==> config.mk <==
export PLATFORM = sky130hd
export DESIGN_NAME = nf10_axis_sim_stim
export DESIGN_NICKNAME = d
export VERILOG_FILES = /design/src/rtl/nf10_axis_sim_stim.sv
export SDC_FILE = /design/constraint.sdc
export NUM_CORES = 1
export LEC_CHECK = 0
export CORE_MARGIN = 1.5
export CORE_UTILIZATION = 42
export DETAILED_ROUTE_END_ITERATION = 8
export PLACE_DENSITY = 0.82
export SKIP_LAST_GASP = 1
export SLEW_MARGIN = 20
export SYNTH_ARGS = -nofsm -noshare
export SYNTH_HDL_FRONTEND = slang
export SYNTH_SLANG_ARGS = --single-unit
export TNS_END_PERCENT = 5
==> constraint.sdc <==
create_clock -name aclk -period 4.3 [get_ports aclk]
set_input_delay 1.075 -clock aclk [delete_from_list [all_inputs] [get_ports aclk]]
set_output_delay 1.075 -clock aclk [all_outputs]
set_load 0.1 [all_outputs]
==> src/rtl/nf10_axis_sim_stim.sv <==
// AXI4-Stream packet generator: bursts of deterministic-payload packets with
// NetFPGA tuser metadata, honouring tready backpressure.
module nf10_axis_sim_stim #(
  parameter int unsigned C_M_AXIS_DATA_WIDTH  = 256,
  parameter int unsigned C_M_AXIS_TUSER_WIDTH = 128,
  parameter int unsigned C_IFG_CYCLES         = 0
) (
  input  logic                                aclk,
  input  logic                                reset,
  input  logic                                start,
  input  logic [15:0]                         pkt_len,
  input  logic [15:0]                         pkt_count,
  input  logic [7:0]                          src_port,
  input  logic [7:0]                          dst_port,
  output logic [C_M_AXIS_DATA_WIDTH-1:0]      m_axis_tdata,
  output logic [C_M_AXIS_DATA_WIDTH/8-1:0]    m_axis_tstrb,
  output logic [C_M_AXIS_TUSER_WIDTH-1:0]     m_axis_tuser,
  output logic                                m_axis_tvalid,
  input  logic                                m_axis_tready,
  output logic                                m_axis_tlast,
  output logic [7:0]                          counter,
  output logic                                activity_stim,
  output logic                                done
);

  localparam int unsigned DW = C_M_AXIS_DATA_WIDTH;
  localparam int unsigned SW = C_M_AXIS_DATA_WIDTH / 8;
  localparam int unsigned UW = C_M_AXIS_TUSER_WIDTH;
  localparam logic [7:0] IFG_LOAD = (C_IFG_CYCLES == 0) ? 8'd0 : 8'(C_IFG_CYCLES - 1);

  typedef enum logic [1:0] {IDLE, SEND, GAP} state_t;

  typedef struct packed {
    logic [DW-1:0] data;
    logic [SW-1:0] strb;
    logic [UW-1:0] user;
    logic          last;
  } beat_t;

  // Build the full beat at index idx of a packet of len bytes.
  function automatic beat_t make_beat(input logic [15:0] idx, input logic [15:0] len,
                                      input logic [7:0] src, input logic [7:0] dst);
    beat_t      b;
    logic [21:0] end_byte;
    logic [4:0]  rem;
    b        = '0;
    end_byte = 22'({idx, 5'd0}) + 22'd32;
    rem      = len[4:0];
    b.last   = (end_byte >= 22'(len));
    if (b.last && rem != 5'd0) b.strb = ~({SW{1'b1}} << rem);
    else                       b.strb = '1;
    for (int unsigned l = 0; l < SW; l++) begin
      if (b.strb[l]) b.data[8*l +: 8] = {idx[2:0], 5'(l)};
    end
    if (idx == 16'd0) b.user[31:0] = {dst, src, len};
    return b;
  endfunction

  state_t      state_q, state_d;
  beat_t       beat_q, beat_d;
  logic        valid_q, valid_d;
  logic [15:0] idx_q, idx_d;
  logic [15:0] sent_q, sent_d;
  logic [7:0]  counter_q, counter_d;
  logic [7:0]  gap_q, gap_d;
  logic [15:0] len_q, len_d;
  logic [15:0] count_q, count_d;
  logic [7:0]  src_q, src_d;
  logic [7:0]  dst_q, dst_d;
  logic        done_q, done_d;
  logic        act_q, act_d;
  logic        hs_c;

  assign hs_c = valid_q & m_axis_tready;

  always_ff @(posedge aclk) begin
    if (reset) begin
      state_q   <= IDLE;
      beat_q    <= '0;
      valid_q   <= 1'b0;
      idx_q     <= '0;
      sent_q    <= '0;
      counter_q <= '0;
      gap_q     <= '0;
      len_q     <= '0;
      count_q   <= '0;
      src_q     <= '0;
      dst_q     <= '0;
      done_q    <= 1'b0;
      act_q     <= 1'b0;
    end else begin
      state_q   <= state_d;
      beat_q    <= beat_d;
      valid_q   <= valid_d;
      idx_q     <= idx_d;
      sent_q    <= sent_d;
      counter_q <= counter_d;
      gap_q     <= gap_d;
      len_q     <= len_d;
      count_q   <= count_d;
      src_q     <= src_d;
      dst_q     <= dst_d;
      done_q    <= done_d;
      act_q     <= act_d;
    end
  end

  // Next-state logic; the next beat is precomputed so every output is a flop.
  always_comb begin
    state_d   = state_q;
    beat_d    = beat_q;
    valid_d   = valid_q;
    idx_d     = idx_q;
    sent_d    = sent_q;
    counter_d = counter_q;
    gap_d     = gap_q;
    len_d     = len_q;
    count_d   = count_q;
    src_d     = src_q;
    dst_d     = dst_q;
    done_d    = 1'b0;
    case (state_q)
      IDLE: begin
        if (start && pkt_len != 16'd0 && pkt_count != 16'd0) begin
          len_d     = pkt_len;
          count_d   = pkt_count;
          src_d     = src_port;
          dst_d     = dst_port;
          counter_d = '0;
          idx_d     = '0;
          sent_d    = '0;
          state_d   = SEND;
          valid_d   = 1'b1;
          beat_d    = make_beat(16'd0, pkt_len, src_port, dst_port);
        end
      end
      SEND: begin
        if (hs_c) begin
          if (beat_q.last) begin
            counter_d = counter_q + 8'd1;
            sent_d    = sent_q + 16'd1;
            idx_d     = '0;
            if (17'(sent_q) + 17'd1 < 17'(count_q)) begin
              if (C_IFG_CYCLES == 0) begin
                beat_d = make_beat(16'd0, len_q, src_q, dst_q);
              end else begin
                state_d = GAP;
                gap_d   = IFG_LOAD;
                valid_d = 1'b0;
                beat_d  = '0;
              end
            end else begin
              state_d = IDLE;
              valid_d = 1'b0;
              beat_d  = '0;
              done_d  = 1'b1;
            end
          end else begin
            idx_d  = idx_q + 16'd1;
            beat_d = make_beat(idx_q + 16'd1, len_q, src_q, dst_q);
          end
        end
      end
      GAP: begin
        if (gap_q == 8'd0) begin
          state_d = SEND;
          valid_d = 1'b1;
          beat_d  = make_beat(16'd0, len_q, src_q, dst_q);
        end else begin
          gap_d = gap_q - 8'd1;
        end
      end
      default: state_d = IDLE;
    endcase
    act_d = (state_d != IDLE);
  end

  assign m_axis_tdata  = beat_q.data;
  assign m_axis_tstrb  = beat_q.strb;
  assign m_axis_tuser  = beat_q.user;
  assign m_axis_tlast  = beat_q.last;
  assign m_axis_tvalid = valid_q;
  assign counter       = counter_q;
  assign activity_stim = act_q;
  assign done          = done_q;

endmodule

==> metrics.md, run 1 <==
| Metric | Value |
|---|---|
| First DRT Iteration DRCs | `between 1000 and 1500` |
| Skew-Pair Late Insertion Delay | `0.57 ns` |
| Number of max-cap violations | `0` |
| Worst-case vdd ir drop | `0.3617 mV` |
| Distinct cell type count after synthesis | `slightly above 80` |
| Synth area leader | `dfxtp_1` |
| CTS H-Tree Depth | `1` |
| Hold_buf cts | `0` |
| Total CTS buffers | `28` |
| CP arrival | `4.56 ns` |
| Clk pwr share | `28.7%` |
| Routability congestion estimate | `0.9838` |
| Finished Cell Area | `~18000 sq um` |
| Asr flop ratio synth | `0%` |
| Initial antenna violation count | `2` |
| Final Max Slew Viols | `0` |
| Clock Skews | `0.03483 ns` |
| Outcome | `completed` |
| Final Cycle Share | `96.01%` |
| Core Box Area | `around 34000 sq um` |
| Crit. End Element | `flop` |
| Register clock-pin slew on the reported worst setup and hold paths | `approximately 0.070 ns` |
| Die X | `around 190 um` |
| Via count | `~13000` |
| Mapped Cells | `1797` |
| Slew headroom | `24.74%` |
| Sw power | `3.998 mW` |
| Netlist Area Pre-Place | `between 10000 and 15000 sq um` |
| Setup slack after layout | `about 0.17 ns` |
| TNS Setup | `0 ns` |
| Fmax | `242.2 MHz` |
| R2r endpoint | `m_axis_tdata[150]$_SDFFE_PP0P_` |
| Wirelength, routed | `~44000 um` |
| FF-to-FF setup slack | `0.17 ns` |
| Total grt overflow | `0` |
| Startpoint Class | `flop` |
| Placed insts | `2431` |
| Worst hold slack | `0.4551 ns` |
| First-pass GRT wire length | `67810 um` |
| Vias per cell | `5.396` |
| DRC Markers | `0` |
| Slew @ Worst Pin | `around 1.1 ns` |
| Largest net degree at the start of global routing | `between 90 and 100` |
| Comb pwr share | `around two fifths` |
| Initial Util | `42.83%` |
| Pint | `approximately 4.7 mW` |
| CTS Root Cell | `clkbuf_16` |
| Die Height | `188.1 um` |
| Post-synth top area share | `36.43%` |
| Non-filler cells in the finished layout | `~2500` |
| CP required | `around 4.7 ns` |
| RR Startpoint | `idx_q[0]$_SDFFE_PP0P_` |
| Vias in the first global route | `12400` |
| Max Fanout on Critical Path | `13` |
| Buffers on Ports | `slightly above 300` |
| DPL Wire Length | `32530 um` |
| Fin. Hold Viols | `0` |
| Ranking of synthesized cells by area | `dfxtp_1 36%, buf_4 14%, nor2_1 5.3%` |
| Syn avg cell area | `8.011 sq um` |
| Pre-CTS setup slack | `0.09372 ns` |
| Top cells by count, synth | `262 x dfxtp_1, 259 x buf_4, 204 x nor2_1` |
| PD cells | `roughly 490 nW/um^2` |
| CTS max path bufs | `3` |
| DR pass1 iterations | `6` |
| Flop pwr share | `31.0%` |
| Switch share | `45.76%` |
| Top-count cell post-synth | `dfxtp_1` |
| Share of layout cells above drive strength 1 | `7.234%` |
| DIE AREA | `35400 sq um` |
| Rows | `67` |
| Flops & latches, synth | `262` |
| Register area share after synthesis | `between 30 and 40%` |
| Leakage power of the design | `7.166 nW` |
| Crit Path Category | `reg2reg` |
| Top FF cell, synth | `dfxtp_1` |
| Clock tree sinks | `roughly 260` |
| CTS tree | `built` |
| Minimum clock period after layout | `4.128 ns` |
| Syn. warnings | `0` |
| Crit path from | `idx_q[0]$_SDFFE_PP0P_` |
| All-Layer GR Usage | `approximately a quarter` |
| Worst R2R Path Depth | `17` |
| Post-synth EDFFs | `0` |
| CP endpoint | `m_axis_tdata[150]$_SDFFE_PP0P_` |
| DR WL/cell | `approximately 18 um` |
| I/O pin cnt | `480` |
| # setup viols final | `0` |
| Final Net Count | `2102` |
| RSZ-0062 raised after global routing | `true` |
| Antenna Nets Post-Route | `0` |
| HP Class | `reg2reg` |
| Placed inst area | `16910 sq um` |
| Area grow syn2layout | `24.34%` |
## worst min-delay path by stage
stage | from | slack (ns) | depth (start not counted) | end
2_1_floorplan | sent_q[14]$_SDFFE_PP0P_ | 0.46 | 2 | sent_q[14]$_SDFFE_PP0P_
3_3_place_gp | m_axis_tdata[22]$_SDFFE_PP0P_ | 0.44 | 2 | m_axis_tdata[22]$_SDFFE_PP0P_
3_5_place_dp | m_axis_tdata[182]$_SDFFE_PP0P_ | 0.44 | 2 | m_axis_tdata[182]$_SDFFE_PP0P_
4_1_cts | m_axis_tdata[182]$_SDFFE_PP0P_ | 0.46 | 2 | m_axis_tdata[182]$_SDFFE_PP0P_
5_1_grt | m_axis_tdata[93]$_SDFFE_PP0P_ | 0.47 | 2 | m_axis_tdata[93]$_SDFFE_PP0P_
6_report | m_axis_tdata[239]$_SDFFE_PP0P_ | 0.46 | 2 | m_axis_tdata[239]$_SDFFE_PP0P_
## layout make-up
class                   instances  area (sq um)
diodes                          2         5.005
clock buffers                  43         837.1
clock inverters                 6         116.4
fillers                      3023         15720
inverters                      48         180.2
multi-input cells            1297          7316
flip-flops and latches        262          5245
well taps                     448         560.5
repair buffers                376          3641
## logic make-up after synthesis
kind of cell	share of synthesized area, %
other	0.02605
buffers and inverters	17.63
and+or+nand+nor	19.31
muxes	3.198
xor gates and xnor gates	2.555
DFF	36.43
AOI/OAI and AO/OA	17.63
adders and majority gates	3.216
## repair_timing
action | CTS | global route
endpoints found under the setup margin | 0 | 72
setup buffers | 0 | 0
gates resized for setup | 0 | 6
## critical path, stage by stage (launching register included)
cell and delay, ns:
dfxtp_1 0.43, buf_4 0.24, nand4_2 0.20, nor3_2 0.40, xnor2_1 0.19, nand3b_1 0.22
nor2_1 0.14, xnor2_1 0.09, ha_1 0.33, o2111ai_1 0.11, a21oi_1 0.18, a21oi_1 0.13
o211ai_1 0.20, o221ai_4 0.22, buf_4 0.21, a311oi_1 0.42, buf_4 0.20, o21ai_0 0.06
## routing by layer
layer | part of all wire [%] | vias up | global-route usage (%)
met4 | 3.5 | 0 | 9.323
met2 | 49 | 732 | 40.52
met1 | 39 | 6305 | 28.04
met5 | 0 | - | 0
li1 | - | 6247 | -
met3 | 9.2 | 108 | 5.222
## cells in the final DEF (no fill, tap or decap), types with 25 or more instances in the layout
master	n
dfxtp_1	262
mux2i_1	46
a221oi_1	32
nand2_1	169
nor3_1	69
conb_1	176
nand3_1	32
or3_1	25
a21oi_1	85
clkbuf_16	28
buf_4	69
o21ai_0	139
ha_1	36
nor2_1	203
clkdlybuf4s50_1	302
inv_1	46
xnor2_1	26
## power by group through the flow
stage	combinational (mW)	sequential [mW]	clock, mW
6_report	3.53	2.71	2.50
5_1_grt	3.63	2.72	2.64
4_1_cts	3.51	2.71	2.53
3_5_place_dp	3.50	2.76	0
3_3_place_gp	3.48	2.76	0
2_1_floorplan	2.38	3.38	0
## stage by stage
step	util (%)	power (mW)
detailed placement	50.31	6.264
CTS	53.15	8.753
finish	53.25	8.737
global route	53.25	9.000
floorplan	-	5.766
global placement	50.31	6.233
## flip-flops by register name (all words and copies together), names as in the netlist, 2 cells and up
signal,cells
m_axis_tdata,97
m_axis_tuser,32
m_axis_tstrb,31
count_q,16
idx_q,16
len_q,16
sent_q,16
counter,8
dst_q,8
gap_q,8
src_q,8
state_q,2
No activity file was read; power rests on OpenSTA's default activity.
==> run 2, diff against run 1 <==
--- a/config.mk
+++ b/config.mk
@@ -7,6 +7,7 @@
 export LEC_CHECK = 0
 export CORE_MARGIN = 1.5
 export CORE_UTILIZATION = 42
+export CTS_CLUSTER_DIAMETER = 50
 export DETAILED_ROUTE_END_ITERATION = 8
 export PLACE_DENSITY = 0.82
 export SKIP_LAST_GASP = 1
==> run 2 against run 1 <==
- count of clock-buffer cells in the layout grew 1
- maximum frequency up 0.95%
- largest cell class unchanged
- cell area grew 1.1%
- largest power group unchanged
- sequential cell count stayed put
==> metrics.md, run 2 (synthesis results as in run 1) <==
| Metric | Value |
|---|---|
| First DRT Iteration DRCs | `1267 (+0.32%)` |
| Clock tree sinks | `262 (unchanged)` |
| Total CTS buffers | `34 (+21%)` |
| Core Box Area | `33620 sq um (unchanged)` |
| Fin. Hold Viols | `0 (unchanged)` |
| Flop pwr share | `29.8% (-1.2 points)` |
| Worst-case vdd ir drop | `0.2919 mV (-19%)` |
| Slew headroom | `25.00% (+0.26 points)` |
| Die X | `188.1 um (unchanged)` |
| Hold path depth | `2 (unchanged)` |
| Crit path from | `sent_q[0]$_SDFFE_PP0P_` |
| All-Layer GR Usage | `23.66% (+0.23 points)` |
| CTS max path bufs | `3 (unchanged)` |
| Sw power | `4.125 mW (+3.2%)` |
| Total grt overflow | `0 (unchanged)` |
| Worst R2R Path Depth | `16 (-1)` |
| Largest net degree at the start of global routing | `99 (unchanged)` |
| Placed insts | `2431 (unchanged)` |
| Area grow syn2layout | `25.66%` |
| CP peak stage delay | `0.46 ns (+0.03 ns)` |
| I/O pin cnt | `480 (unchanged)` |
| CP arrival | `4.53 ns (-0.03 ns)` |
| HP Class | `reg2reg` |
| CP required | `4.74 ns (about the same)` |
| CP bufs+invs | `3 (unchanged)` |
| DR WL/cell | `17.71 um (-0.34%)` |
| Cells along the critical path | `ha_1, nand3_2, nor3_2, and3_1, nand3_1, xnor2_1, ha_1, a221oi_1, nand3b_1, o221ai_1, a41oi_2, buf_4, nor2_1, buf_4, inv_1, o221ai_1` |
| Minimum clock period after layout | `4.090 ns (-0.03866 ns)` |
| Most frequent cells in the layout | `302 x clkdlybuf4s50_1, 262 x dfxtp_1, 203 x nor2_1` |
| DPL Wire Length | `32530 um (unchanged)` |
| DRC Markers | `0 (unchanged)` |
| Slew @ Worst Pin | `1.122 ns (-0.003839 ns)` |
| Initial antenna violation count | `2 (unchanged)` |
| Final Max Slew Viols | `0 (unchanged)` |
| CTS tree | `built` |
| R2r endpoint | `m_axis_tstrb[20]$_SDFFE_PP0P_` |
| DIE AREA | `35400 sq um (unchanged)` |
| Clk pwr share | `31.3% (+2.6 points)` |
| Pre-CTS setup slack | `0.09372 ns (unchanged)` |
| Vias in the first global route | `12520 (+0.96%)` |
| Switch share | `45.45% (-0.31 points)` |
| Routability congestion estimate | `0.9838 (unchanged)` |
| Comb pwr share | `38.9% (-1.5 points)` |
| Wirelength, routed | `44170 um (+0.14%)` |
| Hold Path Sink | `m_axis_tdata[182]$_SDFFE_PP0P_` |
| Final Net Count | `2108 (+0.29%)` |
| Via count | `13430 (+0.28%)` |
| Hold path start | `m_axis_tdata[182]$_SDFFE_PP0P_` |
| Fmax | `244.5 MHz (+0.95%)` |
| Setup slack after layout | `0.2104 ns (+0.03866 ns)` |
| Crit Path Category | `reg2reg` |
| Rows | `67 (unchanged)` |
| Crit path max-delay cell type | `dfxtp_1` |
| Initial Util | `42.83% (unchanged)` |
| Leakage power of the design | `7.259 nW (+1.3%)` |
| RSZ-0062 raised after global routing | `true` |
| Die Height | `188.1 um (unchanged)` |
| First-pass GRT wire length | `68220 um (+0.61%)` |
| CTS Root Cell | `clkbuf_16` |
| Non-filler cells in the finished layout | `2494 (+0.48%)` |
| Startpoint Class | `flop` |
| Clock Skews | `0.02202 ns (-0.01281 ns)` |
| # setup viols final | `0 (unchanged)` |
| FF-to-FF setup slack | `0.21 ns (+0.04 ns)` |
| DR pass1 iterations | `6 (unchanged)` |
| Register clock-pin slew on the reported worst setup and hold paths | `0.06 ns (about the same)` |
| Crit. End Element | `flop` |
| CTS H-Tree Depth | `2 (+1)` |
| RR Startpoint | `sent_q[0]$_SDFFE_PP0P_` |
| PD cells | `501.8 nW/um^2 (+2.8%)` |
| Final Cycle Share | `95.11% (-0.90 points)` |
| Worst hold slack | `0.4554 ns (+0.0002970 ns)` |
| Skew-Pair Late Insertion Delay | `0.52 ns (-0.05 ns)` |
| Share of layout cells above drive strength 1 | `7.975% (+0.74 points)` |
| Max reg flops | `97 (unchanged)` |
| Buffers on Ports | `303 (unchanged)` |
| Post-CTS Setup Bufs | `0 (unchanged)` |
| Antenna Nets Post-Route | `0 (unchanged)` |
| Outcome | `completed` |
| Max Fanout on Critical Path | `13 (unchanged)` |
| Vias per cell | `5.385 (-0.20%)` |
| Top delay family on crit path | `simple AND/OR/NAND/NOR gates` |
| Pint | `4.952 mW (+4.5%)` |
| Commonest non-fill, non-tap cell in the layout | `clkdlybuf4s50_1` |
| Number of max-cap violations | `0 (unchanged)` |
| TNS Setup | `0 ns (unchanged)` |
[run 2: per-layer routing]
layer	global-route usage, %	part of all wire, %
met1	28.33	39
met2	41.03	49
met3	4.885	8.5
met4	9.785	3.3
met5	0	0
[run 2: how the worst max path moves through the flow]
| stage | to | cells past startpoint |
|---|---|---|
| floorplan | m_axis_tstrb[18]$_SDFFE_PP0P_ | 17 |
| global placement | m_axis_tstrb[27]$_SDFFE_PP0P_ | 15 |
| detailed placement | m_axis_tstrb[20]$_SDFFE_PP0P_ | 16 |
| CTS | m_axis_tstrb[16]$_SDFFE_PP0P_ | 15 |
| global route | m_axis_tlast$_SDFFE_PP0P_ | 16 |
| finish | m_axis_tstrb[20]$_SDFFE_PP0P_ | 16 |
[run 2: worst register-to-register path, cell delays in order, from the launching register on]
cell	delay (ns)
dfxtp_1	0.46
ha_1	0.28
nand3_2	0.18
nor3_2	0.27
and3_1	0.21
nand3_1	0.10
xnor2_1	0.26
ha_1	0.33
a221oi_1	0.37
nand3b_1	0.17
o221ai_1	0.26
a41oi_2	0.27
buf_4	0.27
nor2_1	0.17
buf_4	0.19
inv_1	0.05
o221ai_1	0.18
[run 2: final cells by class]
class	count	area (sq um)
sequential	262	5245
timing repair buffer	376	3641
fill	3014	15530
inverter	48	180.2
clock buffer	44	959.7
multi-input combinational	1297	7321
tap	448	560.5
antenna	2	5.005
clock inverter	17	177.7
[run 2: through the flow]
step                      power [mW]  utilization (%)  instance area [sq um]
final                          9.077            53.81                  18090
after global routing           9.345            53.81                  18090
after CTS                      9.106            53.70                  18050
after detailed placement       6.264            50.31                  16910
after global placement         6.233            50.31                  16910
after floorplan                5.766                -                  15050
[run 2: power groups by stage]
| stage | sequential, mW | combinational (mW) | clock (mW) |
|---|---|---|---|
| 2_1_floorplan | 3.38 | 2.38 | 0 |
| 3_3_place_gp | 2.76 | 3.48 | 0 |
| 3_5_place_dp | 2.76 | 3.50 | 0 |
| 4_1_cts | 2.71 | 3.51 | 2.88 |
| 5_1_grt | 2.72 | 3.64 | 2.98 |
| 6_report | 2.71 | 3.53 | 2.84 |
[run 2: repair_timing]
action / 4_1_cts / 5_1_grt
hold buffers: 0 / 0
hold endpoints to repair: 0 / 0
endpoints found under the setup margin: 0 / 71
gates resized for setup: 0 / 7
==> run 3, diff against run 2 <==
--- a/config.mk
+++ b/config.mk
@@ -5,6 +5,7 @@
 export SDC_FILE = /design/constraint.sdc
 export NUM_CORES = 1
 export LEC_CHECK = 0
+export ABC_CLOCK_PERIOD_IN_PS = 4300
 export CORE_MARGIN = 1.5
 export CORE_UTILIZATION = 42
 export CTS_CLUSTER_DIAMETER = 50
==> results of run 3 <==
Same layout as run 2: the final DEF is identical, and so are final timing and power.
